==> src/rtl/serial_alu_seq.sv <==
// Bit-serial ALU sequencer: feeds one operand bit pair per cycle, LSB first,
// through a one-bit alu slice and assembles a WIDTH-bit result plus flags.
// Ports: clk, rst_n (async active-low); start, a_in, b_in, alu_ctrl (request);
//        busy, done, result, carry_out, zero (status/result);
//        overflow (present only when OVERFLOW_EN is defined).
// Optional feature macro: OVERFLOW_EN.

module alu (
    output logic       res,
    output logic       carry_out,
    input  logic       carry_in,
    input  logic       a,
    input  logic       b,
    input  logic [2:0] aluCont
);
    logic bb;

    assign bb        = b ^ aluCont[2];
    assign carry_out = (a & bb) | (a & carry_in) | (bb & carry_in);

    always_comb begin
        res = 1'b0;
        unique case (aluCont[1:0])
            2'b00: res = a & bb;
            2'b01: res = a | bb;
            2'b10: res = a ^ bb;
            2'b11: res = a ^ bb ^ carry_in;
            default: res = 1'b0;
        endcase
    end
endmodule

module serial_alu_seq #(
    parameter int WIDTH = 32
) (
    input  logic             clk,
    input  logic             rst_n,
    input  logic             start,
    input  logic [WIDTH-1:0] a_in,
    input  logic [WIDTH-1:0] b_in,
    input  logic [2:0]       alu_ctrl,
    output logic             busy,
    output logic             done,
    output logic [WIDTH-1:0] result,
    output logic             carry_out,
`ifdef OVERFLOW_EN
    output logic             overflow,
`endif
    output logic             zero
);
    localparam int IW = (WIDTH > 1) ? $clog2(WIDTH) : 1;

    typedef enum logic [1:0] {
        IDLE = 2'd0,
        RUN  = 2'd1,
        DONE = 2'd2
    } state_t;

    state_t           state;
    logic [WIDTH-1:0] a_sh;
    logic [WIDTH-1:0] b_sh;
    logic [WIDTH-1:0] res_sh;
    logic [2:0]       ctrl;
    logic             carry;
    logic [IW-1:0]    idx;

    logic             slice_res;
    logic             slice_co;
    logic [WIDTH-1:0] res_next;
    logic             last;
    logic             is_sum;

    alu u_slice (
        .res       (slice_res),
        .carry_out (slice_co),
        .carry_in  (carry),
        .a         (a_sh[0]),
        .b         (b_sh[0]),
        .aluCont   (ctrl)
    );

    // Operands are shifted right each cycle, so bit 0 is always A[index].
    assign res_next = {slice_res, res_sh[WIDTH-1:1]};
    assign last     = (idx == IW'(WIDTH - 1));
    assign is_sum   = (ctrl[1:0] == 2'b11);

    always_ff @(posedge clk or negedge rst_n) begin
        if (!rst_n) begin
            state     <= IDLE;
            a_sh      <= '0;
            b_sh      <= '0;
            res_sh    <= '0;
            ctrl      <= '0;
            carry     <= 1'b0;
            idx       <= '0;
            busy      <= 1'b0;
            done      <= 1'b0;
            result    <= '0;
            carry_out <= 1'b0;
            zero      <= 1'b0;
`ifdef OVERFLOW_EN
            overflow  <= 1'b0;
`endif
        end else begin
            done <= 1'b0;
            unique case (state)
                IDLE, DONE: begin
                    if (start) begin
                        a_sh  <= a_in;
                        b_sh  <= b_in;
                        ctrl  <= alu_ctrl;
                        carry <= alu_ctrl[2];
                        idx   <= '0;
                        busy  <= 1'b1;
                        state <= RUN;
                    end else begin
                        state <= IDLE;
                    end
                end
                RUN: begin
                    a_sh   <= a_sh >> 1;
                    b_sh   <= b_sh >> 1;
                    res_sh <= res_next;
                    carry  <= slice_co;
                    idx    <= idx + 1'b1;
                    if (last) begin
                        state     <= DONE;
                        busy      <= 1'b0;
                        done      <= 1'b1;
                        result    <= res_next;
                        zero      <= (res_next == '0);
                        carry_out <= is_sum & slice_co;
`ifdef OVERFLOW_EN
                        // Signed overflow: carry into MSB differs from carry out.
                        overflow  <= is_sum & (carry ^ slice_co);
`endif
                    end
                end
                default: state <= IDLE;
            endcase
        end
    end
endmodule

==> config.mk <==
export PLATFORM = sky130hd
export DESIGN_NAME = serial_alu_seq
export DESIGN_NICKNAME = d
export VERILOG_FILES = /design/src/rtl/serial_alu_seq.sv
export SDC_FILE = /design/constraint.sdc
export NUM_CORES = 1
export LEC_CHECK = 0
export CORE_MARGIN = 5
export CORE_UTILIZATION = 28
export CTS_BUF_LIST = sky130_fd_sc_hd__clkbuf_8
export DETAILED_ROUTE_END_ITERATION = 10
export DONT_BUFFER_PORTS = 1
export SLEW_MARGIN = 5
export SYNTH_ARGS = -nofsm -noshare
export SYNTH_HDL_FRONTEND = slang
export SYNTH_HIERARCHICAL = 1
export SYNTH_SLANG_ARGS = --single-unit
==> constraint.sdc <==
create_clock -name clk -period 3.3 [get_ports clk]
set_input_delay 0.66 -clock clk [delete_from_list [all_inputs] [get_ports clk]]
set_output_delay 0.66 -clock clk [all_outputs]
set_load 0.01 [all_outputs]
==> results of run 1 <==
## kinds of logic (layout without fill, tap and decap cells)
kind of cell             Yosys count  count (layout)  synth area share (%)
multiplexers                      35              35                  7.63
adder cells (fa/ha/maj)            5               5                  1.17
buffers and inverters             47              43                  4.34
AO/OA/AOI/OAI                     72              72                  9.01
XOR/XNOR                           1               1                 0.147
AND/OR/NAND/NOR                  254             254                  18.2
flip-flops                       142             142                  59.5
## layout by cell type (no fill, tap or decap), drive strengths merged, types with 3 or more instances in the layout
cell      Yosys  layout
clkinvlp      0       3
clkinv        0       5
dfrtp       142     142
nor4          8       8
nand2       168     168
buf          38       6
inv           5       8
mux2         32      32
ha            4       4
a22oi        63      63
a22o          4       4
nand4         3       3
nand3        65      65
clkbuf        4      20
o21ai         3       3
nor2          3       3
## state kept, by name, summed over array words and instances (netlist names)
signal     count
res_sh        31
done           1
b_sh          32
idx            5
ctrl           3
result        32
a_sh          32
zero           1
state          2
carry          1
busy           1
carry_out      1
## power by group
group | total (mW) | internal, mW | leakage (nW) | switching (mW)
clock network | 1.36 | 0.659 | 0.193 | 0.702
logic | 1.77 | 0.752 | 1.20 | 1.01
registers | 2.97 | 2.42 | 1.82 | 0.550
## cell type report
type,instances,share of cell area [%]
Timing Repair Buffer,6,0.881
Inverter,5,0.287
Clock inverter,12,1.68
Multi-Input combinational cell,367,33.3
Clock buffer,20,4.21
Tap cell,275,5.27
Sequential cell,142,54.4
## stage by stage
| step | setup slack, ns | area [µm²] | cells |
|---|---|---|---|
| finish | 1.01 | 6540 | 827 |
| detailed placement | 0.976 | 6150 | 795 |
| floorplan | 1.13 | 5970 | 556 |
| CTS | 0.966 | 6540 | 827 |
| global route | 0.786 | 6540 | 827 |
| global placement | 1.05 | 6150 | 795 |
## metal layers
layer | routed length, µm | global-route usage, % | up-vias
li1 | - | - | 1888
met1 | 6210 | 15.2 | 2001
met2 | 6180 | 16.7 | 130
met3 | 1150 | 5.46 | 6
met4 | 92 | 2.58 | 0
met5 | 0 | 0 | -
## worst max-delay path by stage
stage | endpoint | cells after the start | slack [ns] | startpoint
6_report | zero | 6 | 1.01 | ctrl[2]
3_3_place_gp | zero | 6 | 1.05 | ctrl[2]
2_1_floorplan | zero | 6 | 1.13 | ctrl[2]
3_5_place_dp | zero | 6 | 0.98 | ctrl[2]
4_1_cts | zero | 6 | 0.97 | ctrl[2]
5_1_grt | zero | 6 | 0.79 | ctrl[2]
## timing repair
| item | in CTS | in global routing |
|---|---|---|
| setup buffers | 0 | 0 |
| endpoints found under the setup margin | 0 | 0 |
| endpoints found under the hold margin | 142 | 142 |
==> results.json, run 1 <==
{
  "total_power_mw": 6.09,
  "grt.overflow.total": 0,
  "drt_pass1_iterations": 4,
  "final.setup.tns_ns": 0,
  "multiInputGateArea_mm2": 0.00218,
  "arrival_ns": 2.63,
  "netlist_top_cells_area": "dfrtp_1, nand2_1, a22oi_1",
  "cp-end-kind": "flop",
  "antenna_found_initial": 0,
  "clkLatencyLatePin_ns": 0.43,
  "fin_nets": 614,
  "maxSlewViolCount": 0,
  "synth_edf_count": 0,
  "htree_num_levels": 4,
  "slew-limit-headroom_pct": 22.4,
  "layout-drive-gt1-share_pct": 13.4,
  "syn_area_per_cell_um2": 10.7,
  "cts_tree": "yes",
  "clockBufferDepth": 2,
  "diodes": 0,
  "grt_max_degree": 143,
  "rr_worst_depth": 6,
  "ys_seq_elements": 142,
  "drc": 0,
  "ir_drop_mv": 0.424,
  "cp_cell_sequence": "xor2_1 > fa_1 > mux4_2 > nor4_1 > nand4_1 > o31ai_1",
  "synthCells": 556,
  "vias": 4025,
  "max_cap_violations": 0,
  "finalSetupViolCount": 0,
  "holdWs_ns": -0.0872,
  "fmax_mhz": 436,
  "ant_nets": 0,
  "ff_latch_area_mm2": 0.00355,
  "core-area_mm2": 0.0210,
  "ios": 106,
  "yosysWarnings": 6,
  "crit_family": "multiplexers",
  "areaGrowthSynthToFinish_pct": 9.50,
  "p_per_area_mw_per_mm2": 933,
  "yosys-top-cells-count": "nand2_1, dfrtp_1, nand3_1",
  "dieArea_mm2": 0.0243,
  "num_rows": 53,
  "ys_seq_area_share_pct": 59.5,
  "synth.top_cell.area_share_pct": 59.5,
  "die_y_um": 156,
  "timing.final.crit_share_pct": 69.5,
  "rsz0062_at_grt": "false",
  "rr_endpoint": "zero",
  "tightest_slew_ns": 1.16,
  "finalWeightedCongestion": 0.732,
  "crit_slowest_cell": "mux4_2",
  "start_util_pct": 28.4,
  "reg2reg_slack_ns": 1.01,
  "clock_sinks": 142,
  "crit_type": "flop to flop",
  "dp_hpwl_um": 8350,
  "slowest_delay_ns": 0.50,
  "reg2reg_from": "ctrl[2]",
  "syn_nets": 631,
  "utilization_pct": 31.1,
  "cts_root_buffer": "clkbuf_8",
  "yosysMostFrequentCell": "nand2_1",
  "hold_viol": 142,
  "drt-initial-drc-count": 235,
  "cp-start-kind": "flop",
  "ys.flop_type": "dfrtp_1",
  "fillCellCount": 2160,
  "drt_wl_total_um": 13600,
  "avgViaCountPerCell": 4.87,
  "layout_min_cycle_time_ns": 2.29,
  "skew_ns": 0.0122,
  "grt_usage_pct": 11.4,
  "clk_pin_slew_ns": 0.09,
  "postSynth.asyncResetShare_pct": 100,
  "hp-class": "input port to asynchronous set/reset pin",
  "leakage_nw": 3.22,
  "yosys.area.top_type": "dfrtp_1",
  "grt_pass1_vias": 3977,
  "violations": "hold timing",
  "netlist_area_mm2": 0.00597,
  "critical_path_required_ns": 3.64,
  "grt_pass1_wl_um": 22000,
  "routedWlPerCell_um": 16.5,
  "path_buf_inv": 0,
  "die_width_um": 156,
  "numCtsBuffers": 17,
  "ys_types": 29,
  "critPathMaxFanout": 3,
  "outcome": "finished, violations left",
  "io_buffers": 0,
  "post_cts_resized": 0
}
No activity file was read; power rests on OpenSTA's default activity.
==> run 2: changes to the inputs <==
==> constraint.sdc (replaced) <==
create_clock -name clk -period 1.93 [get_ports clk]
set_input_delay 0.386 -clock clk [delete_from_list [all_inputs] [get_ports clk]]
set_output_delay 0.386 -clock clk [all_outputs]
set_load 0.01 [all_outputs]
==> run 2 against run 1 <==
  * The run ends with hold timing, setup timing left
  * Worst setup slack worse by 1.3 ns
  * Non-clock buffer count is 16 higher
  * Cell count is 1.9% higher
  * Die area stayed put
  * Flip-flop and latch count stayed put
  * Via count is 0.92% higher
  * Register-to-register slack worse by 1.3 ns
  * Fmax is 5.5% higher
  * Critical endpoint unchanged
  * Largest cell class unchanged
  * Largest power group unchanged
  * Highest routed layer unchanged
==> results.json, run 2 (same netlist as run 1, synthesis figures left out) <==
{
  "tightest_slew_ns": 0.426,
  "final.setup.tns_ns": -0.402,
  "layout-drive-gt1-share_pct": 16.5,
  "htree_num_levels": 4,
  "reg2reg_slack_ns": -0.24,
  "numCtsBuffers": 17,
  "violations": "hold timing, setup timing",
  "drc": 0,
  "clock_sinks": 142,
  "antenna_found_initial": 0,
  "maxSlewViolCount": 0,
  "pwr-share-clk_pct": 20.7,
  "drt_wl_total_um": 14200,
  "cp-end-kind": "flop",
  "finalWeightedCongestion": 0.715,
  "clkLatencyLatePin_ns": 0.44,
  "cts_tree": "yes",
  "fmax_mhz": 460,
  "switching_share_pct": 37.4,
  "start_util_pct": 28.4,
  "avgViaCountPerCell": 4.82,
  "slew-limit-headroom_pct": 71.5,
  "routedWlPerCell_um": 16.8,
  "grt.overflow.total": 0,
  "crit_type": "flop to flop",
  "grt_usage_pct": 11.5,
  "ir_drop_mv": 0.568,
  "p_per_area_mw_per_mm2": 1580,
  "seqPwrFrac_pct": 47.8,
  "clockBufferDepth": 2,
  "reg2reg_from": "b_sh[0]",
  "final_cell_area_mm2": 0.00680,
  "skew_ns": 0.0151,
  "ios": 106,
  "grt_pass1_vias": 4079,
  "critical_path_required_ns": 2.27,
  "rsz0062_at_grt": "true",
  "areaGrowthSynthToFinish_pct": 13.9,
  "vias": 4062,
  "dieArea_mm2": 0.0243,
  "fin_nets": 630,
  "num_rows": 53,
  "placed_cell_area_mm2": 0.00628,
  "clk_pin_slew_ns": 0.09,
  "cp-start-kind": "flop",
  "drt-initial-drc-count": 193,
  "core-area_mm2": 0.0210,
  "timing.final.crit_share_pct": 113,
  "critPathMaxFanout": 3,
  "rr_worst_depth": 6,
  "die_width_um": 156,
  "final_cell_mix": "nand2_1, dfrtp_1, nand3_1, a22oi_1, mux2_4",
  "io_buffers": 0,
  "outcome": "finished, violations left",
  "internal-power_mw": 6.70,
  "max_cap_violations": 0,
  "arrival_ns": 2.52,
  "finalSetupViolCount": 2,
  "hp-class": "input port to asynchronous set/reset pin",
  "diodes": 0,
  "cts_root_buffer": "clkbuf_8",
  "layout_min_cycle_time_ns": 2.17,
  "worst_slack_ns": -0.244,
  "ant_nets": 0,
  "dp_hpwl_um": 8730,
  "drt_pass1_iterations": 5,
  "die_y_um": 156,
  "grt_max_degree": 143,
  "reg_top3": "a_sh: 32 flops, b_sh: 32 flops, result: 32 flops",
  "layout_commonest_cell": "nand2_1",
  "p_sw_mw": 4.01,
  "rr_endpoint": "zero",
  "holdWs_ns": -0.357,
  "hold_viol": 142,
  "grt_pass1_wl_um": 22400,
  "pwr-share-comb_pct": 31.5,
  "leakage_nw": 3.35
}
==> run 2: cell types whose count changed in the layout (fill, tap and decap cells not counted), sizes merged <==
cell / delta
buf: +14
clkinv: +2
clkbuf: -1
clkinvlp: +1
==> run 2: worst max-delay path: stages (launching register included) <==
cell and delay [ns]:
dfrtp_1 0.41, xor2_2 0.21, fa_1 0.43, mux4_2 0.53
nor4_4 0.14, nand4_1 0.13, o31ai_1 0.24
==> run 2: what timing repair did <==
item                       CTS  global route
gates resized for setup      1            11
gates cloned                 0             3
pin swaps                    1             2
setup buffers                2             1
hold endpoints to repair   142           142
setup endpoints to repair    2            29
==> run 2: how the worst max path moves through the flow <==
stage,startpoint,cells past startpoint,endpoint
global placement,b_sh[0],6,zero
detailed placement,b_sh[0],6,zero
global route,b_sh[0],6,zero
floorplan,b_sh[0],6,zero
CTS,ctrl[2],6,zero
finish,b_sh[0],6,zero
==> run 2: area by class of cell <==
| cell class | count | area [µm²] |
|---|---|---|
| Multi-Input combinational cell | 367 | 2240 |
| Clock inverter | 15 | 126 |
| Tap cell | 275 | 344 |
| Timing Repair Buffer | 22 | 283 |
| Sequential cell | 142 | 3550 |
| Fill cell | 2123 | 14200 |
| Clock buffer | 17 | 234 |
| Inverter | 5 | 18.8 |
==> run 2: power groups by stage <==
| stage | logic, mW | registers (mW) | clock network (mW) |
|---|---|---|---|
| 4_1_cts | 3.37 | 5.11 | 2.30 |
| 5_1_grt | 3.87 | 5.29 | 2.42 |
| 3_5_place_dp | 3.32 | 5.15 | 0 |
| 6_report | 3.38 | 5.12 | 2.21 |
| 2_1_floorplan | 2.59 | 4.86 | 0 |
| 3_3_place_gp | 3.21 | 5.13 | 0 |
==> run 2: per-stage QoR <==
stage / power (mW) / utilization, % / worst slack [ns] / cells / hold slack, ns
after floorplan: 7.46 / - / -0.117 / 556 / 0.0904
after global placement: 8.34 / 29.9 / -0.180 / 805 / 0.0951
after detailed placement: 8.47 / 29.9 / -0.221 / 805 / 0.0938
after CTS: 10.8 / 31.7 / -0.184 / 839 / -0.405
after global routing: 11.6 / 32.3 / -0.373 / 843 / -0.403
final: 10.7 / 32.3 / -0.244 / 843 / -0.357
==> run 2: routing by layer <==
metal | part of all wire (%) | vias up | GRT usage (%)
li1 | - | 1925 | -
met1 | 45 | 2006 | 15.4
met2 | 45 | 124 | 16.6
met3 | 9.8 | 7 | 5.19
met4 | 0.61 | 0 | 3.58
met5 | 0 | - | 0
